===== src/rtl/load_align_unit_if.sv =====
// Load request / data memory / response bundle for load_align_unit.
interface load_align_unit_if #(
  parameter int unsigned XLEN   = 32,
  parameter int unsigned ADDR_W = 32
);
  logic              req_valid;
  logic              req_ready;
  logic [ADDR_W-1:0] req_addr;
  logic [1:0]        req_size;
  logic              req_signed;
  logic              mem_rd_en;
  logic [ADDR_W-1:0] mem_addr;
  logic [XLEN-1:0]   mem_rdata;
  logic              rsp_valid;
  logic              rsp_ready;
  logic [XLEN-1:0]   rsp_data;
  logic              rsp_misaligned;

  // Requester / memory side.
  modport master (
    output req_valid, req_addr, req_size, req_signed, mem_rdata, rsp_ready,
    input  req_ready, mem_rd_en, mem_addr, rsp_valid, rsp_data, rsp_misaligned
  );

  // Load unit side.
  modport slave (
    input  req_valid, req_addr, req_size, req_signed, mem_rdata, rsp_ready,
    output req_ready, mem_rd_en, mem_addr, rsp_valid, rsp_data, rsp_misaligned
  );
endinterface


===== src/rtl/load_align_unit.sv =====
// Sequential load aligner: word-aligned memory reads, big-endian byte extraction,
// sign/zero extension, optional two-read handling of boundary-crossing accesses.
module load_align_unit #(
  parameter int unsigned XLEN            = 32,
  parameter int unsigned ADDR_W          = 32,
  parameter bit          ALLOW_UNALIGNED = 1'b1
) (
  input  logic           Clk,
  input  logic           Reset,
  load_align_unit_if.slave bus
);

  localparam int unsigned BYTES = XLEN / 8;
  localparam int unsigned OFS_W = $clog2(BYTES);
  localparam int unsigned NB_W  = OFS_W + 1;

  typedef enum logic [2:0] {
    IDLE = 3'd0,
    RD0  = 3'd1,
    RD1  = 3'd2,
    CAP  = 3'd3,
    RSP  = 3'd4,
    ERR  = 3'd5
  } state_t;

  state_t state, state_next;

  // Latched request context.
  logic [ADDR_W-1:0] addr_q;
  logic [OFS_W-1:0]  ofs_q;
  logic [NB_W-1:0]   nbytes_q;
  logic              signed_q;
  logic              cross_q;
  logic [XLEN-1:0]   lo_q;

  // Registered outputs and their next values.
  logic              req_ready_q, req_ready_d;
  logic              rd_en_q, rd_en_d;
  logic [ADDR_W-1:0] mem_addr_q, mem_addr_d;
  logic              rsp_valid_q, rsp_valid_d;
  logic [XLEN-1:0]   rsp_data_q, rsp_data_d;
  logic              misal_q, misal_d;

  // Request decode.
  logic [OFS_W-1:0]  req_ofs;
  logic [NB_W-1:0]   req_nbytes;
  logic              req_legal;
  logic              req_reject;
  logic              req_cross;
  logic              accept;
  logic [ADDR_W-1:0] req_base;

  // Decode size, legality, alignment and word-crossing of the incoming request.
  always_comb begin
    req_ofs   = bus.req_addr[OFS_W-1:0];
    req_base  = {bus.req_addr[ADDR_W-1:OFS_W], {OFS_W{1'b0}}};
    req_legal = 1'b1;
    case (bus.req_size)
      2'd0:    req_nbytes = NB_W'(BYTES);
      2'd1:    req_nbytes = NB_W'(1);
      2'd2:    req_nbytes = NB_W'(2);
      default: begin
        req_nbytes = NB_W'(4);
        req_legal  = (XLEN == 64);
      end
    endcase
    req_reject = !req_legal ||
                 (!ALLOW_UNALIGNED && ((req_ofs & OFS_W'(req_nbytes - NB_W'(1))) != '0));
    req_cross  = (NB_W'(req_ofs) + req_nbytes) > NB_W'(BYTES);
    accept     = bus.req_valid && req_ready_q;
  end

  // State register.
  always_ff @(posedge Clk) begin
    if (Reset) state <= IDLE;
    else       state <= state_next;
  end

  // Next-state logic.
  always_comb begin
    state_next = state;
    case (state)
      IDLE:    if (accept) state_next = req_reject ? ERR : RD0;
      RD0:     state_next = cross_q ? RD1 : CAP;
      RD1:     state_next = CAP;
      CAP:     state_next = RSP;
      ERR:     state_next = RSP;
      RSP:     if (bus.rsp_ready) state_next = IDLE;
      default: state_next = IDLE;
    endcase
  end

  // Byte extraction: byte 0 sits in the MSBs, so shift the selected bytes to the top,
  // then right-shift (logical or arithmetic) to land them in the LSBs extended.
  logic [2*XLEN-1:0] window;
  logic [2*XLEN-1:0] shifted;
  logic [XLEN-1:0]   top;
  logic [NB_W-1:0]   pad;
  logic [XLEN-1:0]   extracted;

  always_comb begin
    window  = cross_q ? {lo_q, bus.mem_rdata} : {bus.mem_rdata, {XLEN{1'b0}}};
    shifted = window << {ofs_q, 3'b000};
    top     = shifted[2*XLEN-1 -: XLEN];
    pad     = NB_W'(BYTES) - nbytes_q;
    if (signed_q) extracted = $signed(top) >>> {pad, 3'b000};
    else          extracted = top >> {pad, 3'b000};
  end

  // Output next values, computed from the state being entered / the state being left.
  always_comb begin
    req_ready_d = (state_next == IDLE);
    rd_en_d     = 1'b0;
    mem_addr_d  = '0;
    rsp_valid_d = (state_next == RSP);
    rsp_data_d  = rsp_data_q;
    misal_d     = misal_q;
    case (state_next)
      RD0: begin
        rd_en_d    = 1'b1;
        mem_addr_d = req_base;
      end
      RD1: begin
        rd_en_d    = 1'b1;
        mem_addr_d = addr_q + ADDR_W'(BYTES);
      end
      default: ;
    endcase
    case (state)
      CAP: begin
        rsp_data_d = extracted;
        misal_d    = 1'b0;
      end
      ERR: begin
        rsp_data_d = '0;
        misal_d    = 1'b1;
      end
      default: ;
    endcase
  end

  // Request context capture and low-word latch for crossing accesses.
  always_ff @(posedge Clk) begin
    if (Reset) begin
      addr_q   <= '0;
      ofs_q    <= '0;
      nbytes_q <= '0;
      signed_q <= 1'b0;
      cross_q  <= 1'b0;
      lo_q     <= '0;
    end else begin
      if (state == IDLE && accept) begin
        addr_q   <= req_base;
        ofs_q    <= req_ofs;
        nbytes_q <= req_nbytes;
        signed_q <= bus.req_signed;
        cross_q  <= req_cross && !req_reject;
      end
      if (state == RD1) lo_q <= bus.mem_rdata;
    end
  end

  // Output registers.
  always_ff @(posedge Clk) begin
    if (Reset) begin
      req_ready_q <= 1'b0;
      rd_en_q     <= 1'b0;
      mem_addr_q  <= '0;
      rsp_valid_q <= 1'b0;
      rsp_data_q  <= '0;
      misal_q     <= 1'b0;
    end else begin
      req_ready_q <= req_ready_d;
      rd_en_q     <= rd_en_d;
      mem_addr_q  <= mem_addr_d;
      rsp_valid_q <= rsp_valid_d;
      rsp_data_q  <= rsp_data_d;
      misal_q     <= misal_d;
    end
  end

  assign bus.req_ready      = req_ready_q;
  assign bus.mem_rd_en      = rd_en_q;
  assign bus.mem_addr       = mem_addr_q;
  assign bus.rsp_valid      = rsp_valid_q;
  assign bus.rsp_data       = rsp_data_q;
  assign bus.rsp_misaligned = misal_q;

endmodule


===== src/flat_wrapper.sv =====
// flat-port wrapper written by rule: the top's interface ports become plain ports
module load_align_unit_flat 
#(
  parameter int unsigned XLEN            = 32,
  parameter int unsigned ADDR_W          = 32,
  parameter bit          ALLOW_UNALIGNED = 1'b1
)
  (Clk, Reset, bus_req_valid, bus_req_addr, bus_req_size, bus_req_signed, bus_mem_rdata, bus_rsp_ready, bus_req_ready, bus_mem_rd_en, bus_mem_addr, bus_rsp_valid, bus_rsp_data, bus_rsp_misaligned);
  load_align_unit_if #(.XLEN(XLEN), .ADDR_W(ADDR_W)) bus_i ();
  input  logic Clk;
  input  logic Reset;
  input wire logic [$bits(bus_i.req_valid)-1:0] bus_req_valid;
  input wire logic [$bits(bus_i.req_addr)-1:0] bus_req_addr;
  input wire logic [$bits(bus_i.req_size)-1:0] bus_req_size;
  input wire logic [$bits(bus_i.req_signed)-1:0] bus_req_signed;
  input wire logic [$bits(bus_i.mem_rdata)-1:0] bus_mem_rdata;
  input wire logic [$bits(bus_i.rsp_ready)-1:0] bus_rsp_ready;
  output wire logic [$bits(bus_i.req_ready)-1:0] bus_req_ready;
  output wire logic [$bits(bus_i.mem_rd_en)-1:0] bus_mem_rd_en;
  output wire logic [$bits(bus_i.mem_addr)-1:0] bus_mem_addr;
  output wire logic [$bits(bus_i.rsp_valid)-1:0] bus_rsp_valid;
  output wire logic [$bits(bus_i.rsp_data)-1:0] bus_rsp_data;
  output wire logic [$bits(bus_i.rsp_misaligned)-1:0] bus_rsp_misaligned;
  assign bus_i.req_valid = bus_req_valid;
  assign bus_i.req_addr = bus_req_addr;
  assign bus_i.req_size = bus_req_size;
  assign bus_i.req_signed = bus_req_signed;
  assign bus_i.mem_rdata = bus_mem_rdata;
  assign bus_i.rsp_ready = bus_rsp_ready;
  assign bus_req_ready = bus_i.req_ready;
  assign bus_mem_rd_en = bus_i.mem_rd_en;
  assign bus_mem_addr = bus_i.mem_addr;
  assign bus_rsp_valid = bus_i.rsp_valid;
  assign bus_rsp_data = bus_i.rsp_data;
  assign bus_rsp_misaligned = bus_i.rsp_misaligned;
  load_align_unit #(.XLEN(XLEN), .ADDR_W(ADDR_W), .ALLOW_UNALIGNED(ALLOW_UNALIGNED)) u_core (.Clk(Clk), .Reset(Reset), .bus(bus_i));
endmodule

===== config.mk =====
export PLATFORM = sky130hd
export DESIGN_NAME = load_align_unit_flat
export DESIGN_NICKNAME = d
export VERILOG_FILES = /design/src/rtl/load_align_unit_if.sv /design/src/rtl/load_align_unit.sv /design/src/flat_wrapper.sv
export SDC_FILE = /design/constraint.sdc
export NUM_CORES = 1
export LEC_CHECK = 0
export BUFFER_PORTS_ARGS = -buffer_cell sky130_fd_sc_hd__clkbuf_2
export CAP_MARGIN = 10
export CORE_ASPECT_RATIO = 1.75
export CORE_MARGIN = 3
export CORE_UTILIZATION = 30
export CTS_CLUSTER_SIZE = 30
export DETAILED_ROUTE_END_ITERATION = 7
export GPL_TIMING_DRIVEN = 0
export SETUP_SLACK_MARGIN = 0.5
export SYNTH_ARGS = -nofsm -noshare
export SYNTH_HDL_FRONTEND = slang
export SYNTH_SLANG_ARGS = --single-unit
export TNS_END_PERCENT = 30

===== constraint.sdc =====
create_clock -name Clk -period 2.65 [get_ports Clk]
set_clock_uncertainty 0.15 [all_clocks]
set_input_delay 0.1325 -clock Clk [delete_from_list [all_inputs] [get_ports Clk]]
set_output_delay 0.1325 -clock Clk [all_outputs]
set_load 0.02 [all_outputs]

==> results of run 1 <==
per-layer routing:
layer	vias to the layer above	global-route usage (%)	routed length, um
met3	100	3.73	1440
li1	3760	-	-
met2	319	38.6	15700
met1	3748	21.5	10400
met5	-	0	0
met4	0	15.4	2010
cells in the final DEF, fill, tap and decap left out, types with 9 or more instances in the layout:
| cell type | n |
|---|---|
| sky130_fd_sc_hd__clkbuf_1 | 24 |
| sky130_fd_sc_hd__a21oi_1 | 83 |
| sky130_fd_sc_hd__inv_1 | 15 |
| sky130_fd_sc_hd__dfxtp_1 | 133 |
| sky130_fd_sc_hd__buf_4 | 38 |
| sky130_fd_sc_hd__o21ai_0 | 10 |
| sky130_fd_sc_hd__xnor2_1 | 23 |
| sky130_fd_sc_hd__nor3_1 | 22 |
| sky130_fd_sc_hd__mux4_2 | 21 |
| sky130_fd_sc_hd__buf_12 | 10 |
| sky130_fd_sc_hd__clkbuf_2 | 147 |
| sky130_fd_sc_hd__o2bb2ai_1 | 22 |
| sky130_fd_sc_hd__buf_6 | 11 |
| sky130_fd_sc_hd__nand2b_1 | 10 |
| sky130_fd_sc_hd__mux2i_1 | 23 |
| sky130_fd_sc_hd__o211ai_1 | 9 |
| sky130_fd_sc_hd__nand2_1 | 172 |
| sky130_fd_sc_hd__nand3_1 | 18 |
| sky130_fd_sc_hd__a22o_1 | 9 |
| sky130_fd_sc_hd__clkbuf_16 | 18 |
| sky130_fd_sc_hd__a32oi_1 | 25 |
| sky130_fd_sc_hd__nor2_1 | 35 |
| sky130_fd_sc_hd__buf_2 | 11 |
| sky130_fd_sc_hd__dlygate4sd3_1 | 68 |
worst register-to-register path, cell delays in order (launching register included):
cell	delay [ps]
sky130_fd_sc_hd__dfxtp_2	320
sky130_fd_sc_hd__buf_6	140
sky130_fd_sc_hd__buf_12	150
sky130_fd_sc_hd__mux4_2	560
sky130_fd_sc_hd__buf_6	150
sky130_fd_sc_hd__mux2i_4	230
sky130_fd_sc_hd__and2_1	180
sky130_fd_sc_hd__o21ai_0	90
sky130_fd_sc_hd__a22o_1	210
layout make-up:
cell class	count	share of cell area [%]
clock inverters	10	1.26
clock buffers	21	4.11
well taps	312	3.48
flip-flops and latches	138	24.7
plain buffers	73	4.51
diodes	1	0.0223
repair buffers	245	16.1
inverters	17	0.592
multi-input cells	656	45.1
logic make-up (layout without fill, tap and decap cells):
| logic type | after synthesis | count (layout) |
|---|---|---|
| fa+ha+maj | 7 | 7 |
| mux | 65 | 65 |
| simple gates | 325 | 325 |
| buf+inv | 90 | 366 |
| other cells | 1 | 3 |
| xor+xnor | 32 | 32 |
| flops | 138 | 138 |
| compound gates | 225 | 225 |
worst min-delay path by stage:
| stage | end | slack, ps | startpoint |
|---|---|---|---|
| after floorplan | u_core.bus.mem_addr[15] | 100 | bus_req_addr[15] |
| after global placement | u_core.bus.mem_addr[15] | 210 | bus_req_addr[15] |
| after detailed placement | u_core.bus.mem_addr[18] | 200 | bus_req_addr[18] |
| after CTS | u_core.nbytes_q[0] | 10 | bus_req_size[0] |
| after global routing | u_core.nbytes_q[0] | 40 | bus_req_size[0] |
| final | u_core.nbytes_q[0] | 40 | bus_req_size[0] |
registers in the layout (all words and copies together) (netlist names):
register                   flops
u_core.bus.rsp_data           32
u_core.bus.req_ready           1
u_core.signed_q                1
u_core.bus.rsp_valid           1
u_core.bus.rsp_misaligned      1
u_core.nbytes_q                3
u_core.state                   3
u_core.cross_q                 1
u_core.addr_q                 30
u_core.bus.mem_rd_en           1
u_core.bus.mem_addr           30
u_core.lo_q                   32
u_core.ofs_q                   2
power by group through the flow:
stage	clock network (W)	registers (W)	logic [W]
after floorplan	0	0.00266	0.00149
after global placement	0	0.00256	0.00234
after detailed placement	0	0.00257	0.00235
after CTS	0.00254	0.00253	0.00286
after global routing	0.00262	0.00258	0.00327
final	0.00250	0.00255	0.00306
timing repair:
| item | in CTS | in global routing |
|---|---|---|
| pin swaps | 36 | 26 |
| setup buffers | 28 | 12 |
| hold buffers | 68 | 0 |
| cloned | 1 | 1 |
| endpoints found under the setup margin | 90 | 114 |
| endpoints found under the hold margin | 98 | 0 |
| gates resized for setup | 107 | 57 |
through the flow:
stage | TNS, ps | hold slack (ps)
after CTS | 0 | 11.8
after global routing | 0 | 36.7
final | 0 | 35.1
after detailed placement | -1120 | 205
after floorplan | 0 | 99.4
after global placement | -958 | 212
==> flow_summary.html, run 1 <==
<table>
<tr><th>Metric</th><th>Value</th></tr>
<tr><th colspan="2">Clocking</th></tr>
<tr><td>Number of buffers added by the clock tree synthesis step</td><td>17</td></tr>
<tr><td>Number of clock sinks</td><td>138</td></tr>
<tr><td>Clk Tree Root Cell</td><td>sky130_fd_sc_hd__clkbuf_16</td></tr>
<tr><td>Level count of the clock H-tree</td><td>4</td></tr>
<tr><td>Clock insertion delay at the later pin of the skew report</td><td>450 ps</td></tr>
<tr><td>Clock-pin slew on the worst setup and hold paths</td><td>roughly 70 ps</td></tr>
<tr><td>Max Buffers Root-to-Sink</td><td>2</td></tr>
<tr><td>Clock tree from TritonCTS</td><td>done</td></tr>
<tr><th colspan="2">Drt</th></tr>
<tr><td>Avg WL per Cell</td><td>about 20 um</td></tr>
<tr><td>Vias per Instance</td><td>5.38</td></tr>
<tr><td>Post-detailed-route count of antenna-violating nets</td><td>0</td></tr>
<tr><td>Initial DRC count</td><td>450</td></tr>
<tr><td>DR DRC count</td><td>0</td></tr>
<tr><td>Via count</td><td>around 7900</td></tr>
<tr><td>Detailed Routing Iterations Pass 1</td><td>5</td></tr>
<tr><td>Detailed-route wire length</td><td>29.5 mm</td></tr>
<tr><th colspan="2">Worst hold path</th></tr>
<tr><td>Hold crit path type</td><td>in2reg</td></tr>
<tr><td>Worst hold path stage count</td><td>4</td></tr>
<tr><th colspan="2">Place</th></tr>
<tr><td>Inst Count DP</td><td>around 1300</td></tr>
<tr><td>Dpl cell area</td><td>about 9000 um^2</td></tr>
<tr><td>Global placer's final weighted congestion</td><td>slightly above 0.9</td></tr>
<tr><td>Pre-CTS WS</td><td>-184 ps</td></tr>
<tr><td>Quantity of I/O buffers inserted on ports</td><td>135</td></tr>
<tr><td>Detailed-placement wirelength estimate</td><td>around 21 mm</td></tr>
<tr><th colspan="2">Floorplanning</th></tr>
<tr><td>Ports placed on the boundary</td><td>~140</td></tr>
<tr><td>Horizontal die dimension</td><td>roughly 130 um</td></tr>
<tr><td>Initial core utilization</td><td>a little under a third</td></tr>
<tr><td>Standard-cell rows</td><td>76</td></tr>
<tr><td>Std-Cell Core Area</td><td>between 20000 and 25000 um^2</td></tr>
<tr><td>Die Footprint</td><td>around 28000 um^2</td></tr>
<tr><td>Chip Height</td><td>around 220 um</td></tr>
<tr><th colspan="2">Layout</th></tr>
<tr><td>Finished Core Util</td><td>between 40% and 50%</td></tr>
<tr><td>Area of combinational cells with multiple inputs</td><td>about 5100 um^2</td></tr>
<tr><td>Sequential standard cell area</td><td>between 2000 and 3000 um^2</td></tr>
<tr><td>Layout Cells excl Fill</td><td>~1500</td></tr>
<tr><td>Fill cell count</td><td>2426</td></tr>
<tr><td>Post-synthesis to final-layout area growth</td><td>46.2%</td></tr>
<tr><td>Fraction of layout cells with a size suffix above 1</td><td>about a third</td></tr>
<tr><td>Number of nets in the finished design</td><td>1226</td></tr>
<tr><td>Post-route design area</td><td>roughly 11000 um^2</td></tr>
<tr><th colspan="2">Power and ir drop</th></tr>
<tr><td>Leakage power of the design</td><td>between 4 and 5 nW</td></tr>
<tr><td>Part of the total power dissipated in the clock network</td><td>~30%</td></tr>
<tr><td>Sw Ratio</td><td>a little over a third</td></tr>
<tr><td>Power per cell area</td><td>slightly above 700 nW/um^2</td></tr>
<tr><td>Overall Power</td><td>0.00811 W</td></tr>
<tr><td>Max rail drop VDD</td><td>between 0.0006 and 0.0007 V</td></tr>
<tr><td>Logic pwr share</td><td>37.7%</td></tr>
<tr><td>Power share of the sequential group</td><td>about a third</td></tr>
<tr><td>Internal Power</td><td>0.00515 W</td></tr>
<tr><td>Sw Pwr</td><td>between 0.002 and 0.003 W</td></tr>
<tr><th colspan="2">Synth</th></tr>
<tr><td>Combined area of all synthesized cells</td><td>approximately 7700 um^2</td></tr>
<tr><td>Total of warnings raised by yosys</td><td>0</td></tr>
<tr><td>Average footprint of a synthesized cell</td><td>8.68 um^2</td></tr>
<tr><td>Post-synthesis sequential area ratio</td><td>a little over a third</td></tr>
<tr><td>Yosys top cell area share</td><td>36.0%</td></tr>
<tr><td>Share of synthesized registers carrying an async set or reset</td><td>0%</td></tr>
<tr><td>Synth area leader</td><td>sky130_fd_sc_hd__dfxtp_1</td></tr>
<tr><td>Main flop type after synthesis</td><td>sky130_fd_sc_hd__dfxtp_1</td></tr>
<tr><td>Most common cell in the netlist</td><td>sky130_fd_sc_hd__nand2_1</td></tr>
<tr><td>Number of synthesized flops with an enable pin</td><td>0</td></tr>
<tr><td>Dominant cells by area after synthesis</td><td>sky130_fd_sc_hd__dfxtp_1, sky130_fd_sc_hd__nand2_1, sky130_fd_sc_hd__mux4_2</td></tr>
<tr><td>Main combinational cell family by area after synthesis</td><td>compound AO/OA/AOI/OAI gates</td></tr>
<tr><td>Most frequent cells after synthesis</td><td>sky130_fd_sc_hd__nand2_1, sky130_fd_sc_hd__dfxtp_1, sky130_fd_sc_hd__a21oi_1, sky130_fd_sc_hd__clkbuf_1, sky130_fd_sc_hd__nor2_1</td></tr>
<tr><td>Total of flip-flops plus latches after synthesis</td><td>approximately 140</td></tr>
<tr><td>Xor/xnor share of the synthesized area</td><td>3.66%</td></tr>
<tr><td>Share of cell area taken by muxes after synthesis</td><td>between 10% and 20%</td></tr>
<tr><td>Synthesized netlist cell count</td><td>~880</td></tr>
<tr><td>Share of synthesized cell area in and, or, nand and nor gates</td><td>between 10% and 20%</td></tr>
<tr><td>Adder-cell share of the synthesized area</td><td>1.24%</td></tr>
<tr><td>Number of distinct library cell variants in the gate-level netlist after synthesis</td><td>67</td></tr>
<tr><td>Post-synthesis compound-gate area fraction</td><td>20.6%</td></tr>
<tr><th colspan="2">Worst setup path</th></tr>
<tr><td>Longest individual stage delay on the worst path</td><td>about 560 ps</td></tr>
<tr><td>Worst setup startpoint</td><td>u_core.cross_q</td></tr>
<tr><td>Chain of cells forming the critical path</td><td>buf_6 -&gt; buf_12 -&gt; mux4_2 -&gt; buf_6 -&gt; mux2i_4 -&gt; and2_1 -&gt; o21ai_0 -&gt; a22o_1</td></tr>
<tr><td>Highest-delay cell along the critical path</td><td>sky130_fd_sc_hd__mux4_2</td></tr>
<tr><td>Endpoint of the worst-slack reg-to-reg timing path</td><td>u_core.bus.rsp_data[17]</td></tr>
<tr><td>CP Launch Type</td><td>register</td></tr>
<tr><td>Critical Path Fanout Max</td><td>6</td></tr>
<tr><td>Count of buffering cells on the critical path with inverters included</td><td>3</td></tr>
<tr><td>Most frequent cell on the critical path</td><td>sky130_fd_sc_hd__buf_6</td></tr>
<tr><td>Req. time, crit path</td><td>between 2000 and 3000 ps</td></tr>
<tr><td>Data arrival, critical path</td><td>roughly 2500 ps</td></tr>
<tr><td>Worst reg2reg path depth</td><td>8</td></tr>
<tr><td>Setup slack of the most critical reg-to-reg path</td><td>380 ps</td></tr>
<tr><td>Critical path depth in cells</td><td>8</td></tr>
<tr><td>Crit path capture</td><td>u_core.bus.rsp_data[17]</td></tr>
<tr><td>Endpoint type of the worst setup path</td><td>register</td></tr>
<tr><td>Crit Reg-Reg Startpoint</td><td>u_core.cross_q</td></tr>
<tr><td>Critical Setup Path Class</td><td>reg2reg</td></tr>
<tr><td>Category of cells accounting for the largest share of critical-path delay</td><td>multiplexers</td></tr>
<tr><th colspan="2">Global routing</th></tr>
<tr><td>First-pass GRT wire length</td><td>roughly 45 mm</td></tr>
<tr><td>Number of global-route vias before repair</td><td>between 8000 and 9000</td></tr>
<tr><td>Global-route congestion overflow total</td><td>0</td></tr>
<tr><td>Global router's overall resource usage</td><td>about a fifth</td></tr>
<tr><td>Maximum number of pins on one net before global-route repair</td><td>17</td></tr>
<tr><td>Number of antenna violations at the first check in global routing</td><td>1</td></tr>
<tr><th colspan="2">Outcome</th></tr>
<tr><td>Result of the run</td><td>finished clean</td></tr>
<tr><th colspan="2">Timing</th></tr>
<tr><td>Fin worst setup slack</td><td>381 ps</td></tr>
<tr><td>Final Hold Viols</td><td>0</td></tr>
<tr><td>Final setup violation count</td><td>0</td></tr>
<tr><td>Final Cycle Share</td><td>a little under nine tenths</td></tr>
<tr><td>Slew margin rel.</td><td>between 40% and 50%</td></tr>
<tr><td>Unrepaired setup endpoints after global routing</td><td>yes</td></tr>
<tr><td>Final Critical Period</td><td>2270 ps</td></tr>
<tr><td>Slew at the pin with the worst max-slew slack</td><td>just under 800 ps</td></tr>
<tr><td>Peak clock frequency supported by timing</td><td>~440 MHz</td></tr>
<tr><td>Max Slew Vio Count</td><td>0</td></tr>
<tr><th colspan="2">Run</th></tr>
<tr><td>Max-Cap Viols</td><td>0</td></tr>
</table>
(Power assumes the default switching activity.)
==> run 2, diff against run 1 <==
REMOVE_ABC_BUFFERS = 1   (was not set)
==> flow_summary.html, run 2 (synthesized netlist as in run 1, its figures left out) <==
<table>
<tr><th>Metric</th><th>Value</th></tr>
<tr><th colspan="2">Timing</th></tr>
<tr><td>Peak clock frequency supported by timing</td><td>452 MHz (+2.5%)</td></tr>
<tr><td>Final setup violation count</td><td>0 (unchanged)</td></tr>
<tr><td>Final Cycle Share</td><td>83.6% (-2.1 points)</td></tr>
<tr><td>Slew margin rel.</td><td>48.4% (+0.91 points)</td></tr>
<tr><td>Final Hold Viols</td><td>0 (unchanged)</td></tr>
<tr><td>Slew at the pin with the worst max-slew slack</td><td>773 ps (-14.5 ps)</td></tr>
<tr><td>Unrepaired setup endpoints after global routing</td><td>yes</td></tr>
<tr><td>Final Critical Period</td><td>2210 ps (-54.5 ps)</td></tr>
<tr><td>Max Slew Vio Count</td><td>0 (unchanged)</td></tr>
<tr><th colspan="2">Floorplanning</th></tr>
<tr><td>Horizontal die dimension</td><td>127 um (unchanged)</td></tr>
<tr><td>Die Footprint</td><td>27600 um^2 (unchanged)</td></tr>
<tr><td>Initial core utilization</td><td>30.8% (unchanged)</td></tr>
<tr><td>Chip Height</td><td>217 um (unchanged)</td></tr>
<tr><td>Ports placed on the boundary</td><td>139 (unchanged)</td></tr>
<tr><td>Std-Cell Core Area</td><td>24900 um^2 (unchanged)</td></tr>
<tr><td>Standard-cell rows</td><td>76 (unchanged)</td></tr>
<tr><th colspan="2">Drt</th></tr>
<tr><td>Via count</td><td>7491 (-5.5%)</td></tr>
<tr><td>Avg WL per Cell</td><td>18.3 um (-8.5%)</td></tr>
<tr><td>Post-detailed-route count of antenna-violating nets</td><td>0 (unchanged)</td></tr>
<tr><td>Detailed-route wire length</td><td>25.8 mm (-13%)</td></tr>
<tr><td>Initial DRC count</td><td>517 (+15%)</td></tr>
<tr><td>Vias per Instance</td><td>5.33 (-0.93%)</td></tr>
<tr><td>DR DRC count</td><td>0 (unchanged)</td></tr>
<tr><td>Detailed Routing Iterations Pass 1</td><td>6 (+1)</td></tr>
<tr><th colspan="2">Worst hold path</th></tr>
<tr><td>Hold crit path type</td><td>in2reg</td></tr>
<tr><th colspan="2">Worst setup path</th></tr>
<tr><td>Critical Path Fanout Max</td><td>22 (+16)</td></tr>
<tr><td>Crit Reg-Reg Startpoint</td><td>u_core.ofs_q[0]</td></tr>
<tr><td>Worst reg2reg path depth</td><td>7 (-1)</td></tr>
<tr><td>Req. time, crit path</td><td>2850 ps (about the same)</td></tr>
<tr><td>Data arrival, critical path</td><td>2420 ps (-50 ps)</td></tr>
<tr><td>CP Launch Type</td><td>register</td></tr>
<tr><td>Worst setup startpoint</td><td>u_core.ofs_q[0]</td></tr>
<tr><td>Crit path capture</td><td>u_core.bus.rsp_data[13]</td></tr>
<tr><td>Setup slack of the most critical reg-to-reg path</td><td>440 ps (+50 ps)</td></tr>
<tr><td>Endpoint of the worst-slack reg-to-reg timing path</td><td>u_core.bus.rsp_data[13]</td></tr>
<tr><td>Endpoint type of the worst setup path</td><td>register</td></tr>
<tr><td>Critical Setup Path Class</td><td>reg2reg</td></tr>
<tr><th colspan="2">Global routing</th></tr>
<tr><td>Global router's overall resource usage</td><td>18.5% (-2.8 points)</td></tr>
<tr><td>First-pass GRT wire length</td><td>40.2 mm (-11%)</td></tr>
<tr><td>Number of global-route vias before repair</td><td>7497 (-8.0%)</td></tr>
<tr><td>Global-route congestion overflow total</td><td>0 (unchanged)</td></tr>
<tr><td>Number of antenna violations at the first check in global routing</td><td>2 (+1)</td></tr>
<tr><td>Maximum number of pins on one net before global-route repair</td><td>62 (+45)</td></tr>
<tr><th colspan="2">Layout</th></tr>
<tr><td>Commonest cells after routing, fill and taps aside</td><td>sky130_fd_sc_hd__nand2_1, sky130_fd_sc_hd__clkbuf_2, sky130_fd_sc_hd__dfxtp_1</td></tr>
<tr><td>Number of nets in the finished design</td><td>1157 (-5.6%)</td></tr>
<tr><td>Post-synthesis to final-layout area growth</td><td>38.0%</td></tr>
<tr><td>Most common cell after layout, fill and taps aside</td><td>sky130_fd_sc_hd__nand2_1</td></tr>
<tr><td>Layout Cells excl Fill</td><td>1405 (-4.6%)</td></tr>
<tr><td>Post-route design area</td><td>10600 um^2 (-5.6%)</td></tr>
<tr><td>Fraction of layout cells with a size suffix above 1</td><td>28.0% (-4.0 points)</td></tr>
<tr><td>Fill cell count</td><td>2432 (+0.25%)</td></tr>
<tr><th colspan="2">Place</th></tr>
<tr><td>Dpl cell area</td><td>8530 um^2 (-2.6%)</td></tr>
<tr><td>Inst Count DP</td><td>1267 (-4.8%)</td></tr>
<tr><td>Detailed-placement wirelength estimate</td><td>17.3 mm (-18%)</td></tr>
<tr><td>Quantity of I/O buffers inserted on ports</td><td>136 (+0.74%)</td></tr>
<tr><td>Global placer's final weighted congestion</td><td>0.880 (-3.9%)</td></tr>
<tr><th colspan="2">Clocking</th></tr>
<tr><td>Max Buffers Root-to-Sink</td><td>2 (unchanged)</td></tr>
<tr><td>Level count of the clock H-tree</td><td>4 (unchanged)</td></tr>
<tr><td>Number of buffers added by the clock tree synthesis step</td><td>17 (unchanged)</td></tr>
<tr><td>Clock-pin slew on the worst setup and hold paths</td><td>70 ps (about the same)</td></tr>
<tr><td>Clock tree from TritonCTS</td><td>done</td></tr>
<tr><td>Clock insertion delay at the later pin of the skew report</td><td>440 ps (about the same)</td></tr>
<tr><td>Number of clock sinks</td><td>138 (unchanged)</td></tr>
<tr><td>Clk Tree Root Cell</td><td>sky130_fd_sc_hd__clkbuf_16</td></tr>
<tr><th colspan="2">Power and ir drop</th></tr>
<tr><td>Overall Power</td><td>0.00786 W (-3.1%)</td></tr>
<tr><td>Max rail drop VDD</td><td>0.000449 V (-25%)</td></tr>
<tr><td>Power per cell area</td><td>743 nW/um^2 (+2.7%)</td></tr>
<tr><td>Leakage power of the design</td><td>3.80 nW (-6.1%)</td></tr>
<tr><th colspan="2">Outcome</th></tr>
<tr><td>Result of the run</td><td>finished clean</td></tr>
<tr><th colspan="2">Run</th></tr>
<tr><td>Max-Cap Viols</td><td>0 (unchanged)</td></tr>
</table>
run 2: through the flow:
step | hold WS [ps] | setup TNS (ps) | utilization (%) | worst slack (ps)
after floorplan | 51.6 | -49690 | - | -1060
after detailed placement | 206 | -32540 | 34.2 | -1200
final | 25.3 | 0 | 42.4 | 435
after CTS | 0.442 | 0 | 41.8 | 288
after global placement | 208 | -185970 | 33.6 | -2940
after global routing | 45.9 | 0 | 42.4 | 350
run 2: layout make-up:
class	count	area (um^2)	share of cell area, %
well taps	312	390	3.69
clock buffers	20	447	4.22
clock inverters	11	195	1.85
inverters	17	71.3	0.674
diodes	2	5.00	0.0473
flip-flops and latches	138	2780	26.3
multi-input cells	658	4820	45.6
repair buffers	247	1860	17.6
run 2: power by group:
| part | switching [W] | internal (W) | total (W) | leakage, nW |
|---|---|---|---|---|
| clock | 0.000962 | 0.00169 | 0.00265 | 0.302 |
| combinational | 0.00149 | 0.00109 | 0.00258 | 2.38 |
| sequential | 0.000278 | 0.00235 | 0.00263 | 1.12 |
run 2: how the worst min path moves through the flow:
stage,startpoint,end,cells past startpoint
final,bus_req_size[0],u_core.nbytes_q[0],4
after detailed placement,bus_req_addr[21],u_core.bus.mem_addr[21],2
after floorplan,Reset,u_core.addr_q[10],1
after global placement,bus_req_addr[15],u_core.bus.mem_addr[15],2
after CTS,bus_req_size[0],u_core.nbytes_q[0],4
after global routing,bus_req_size[0],u_core.nbytes_q[0],4
run 2: layer usage:
layer	routed length, um	global-route usage, %	vias to the layer above
met5	0	0	-
met2	14300	35.6	234
li1	-	-	3633
met4	992	8.70	0
met3	1090	3.58	62
met1	9420	18.6	3562
run 2: worst max-delay path, stage by stage (launching register included):
cell,delay (ps)
sky130_fd_sc_hd__dfxtp_4,500
sky130_fd_sc_hd__buf_16,230
sky130_fd_sc_hd__nor2_1,80
sky130_fd_sc_hd__a22o_4,350
sky130_fd_sc_hd__o31ai_4,280
sky130_fd_sc_hd__buf_4,190
sky130_fd_sc_hd__a32oi_1,100
sky130_fd_sc_hd__nor3_1,220
run 2: repair_timing:
action	CTS	global route
pin swaps	9	8
hold buffers	67	0
endpoints found under the setup margin	97	69
cloned	3	1
gates resized for setup	57	18
endpoints found under the hold margin	97	0
buffers inserted	28	6
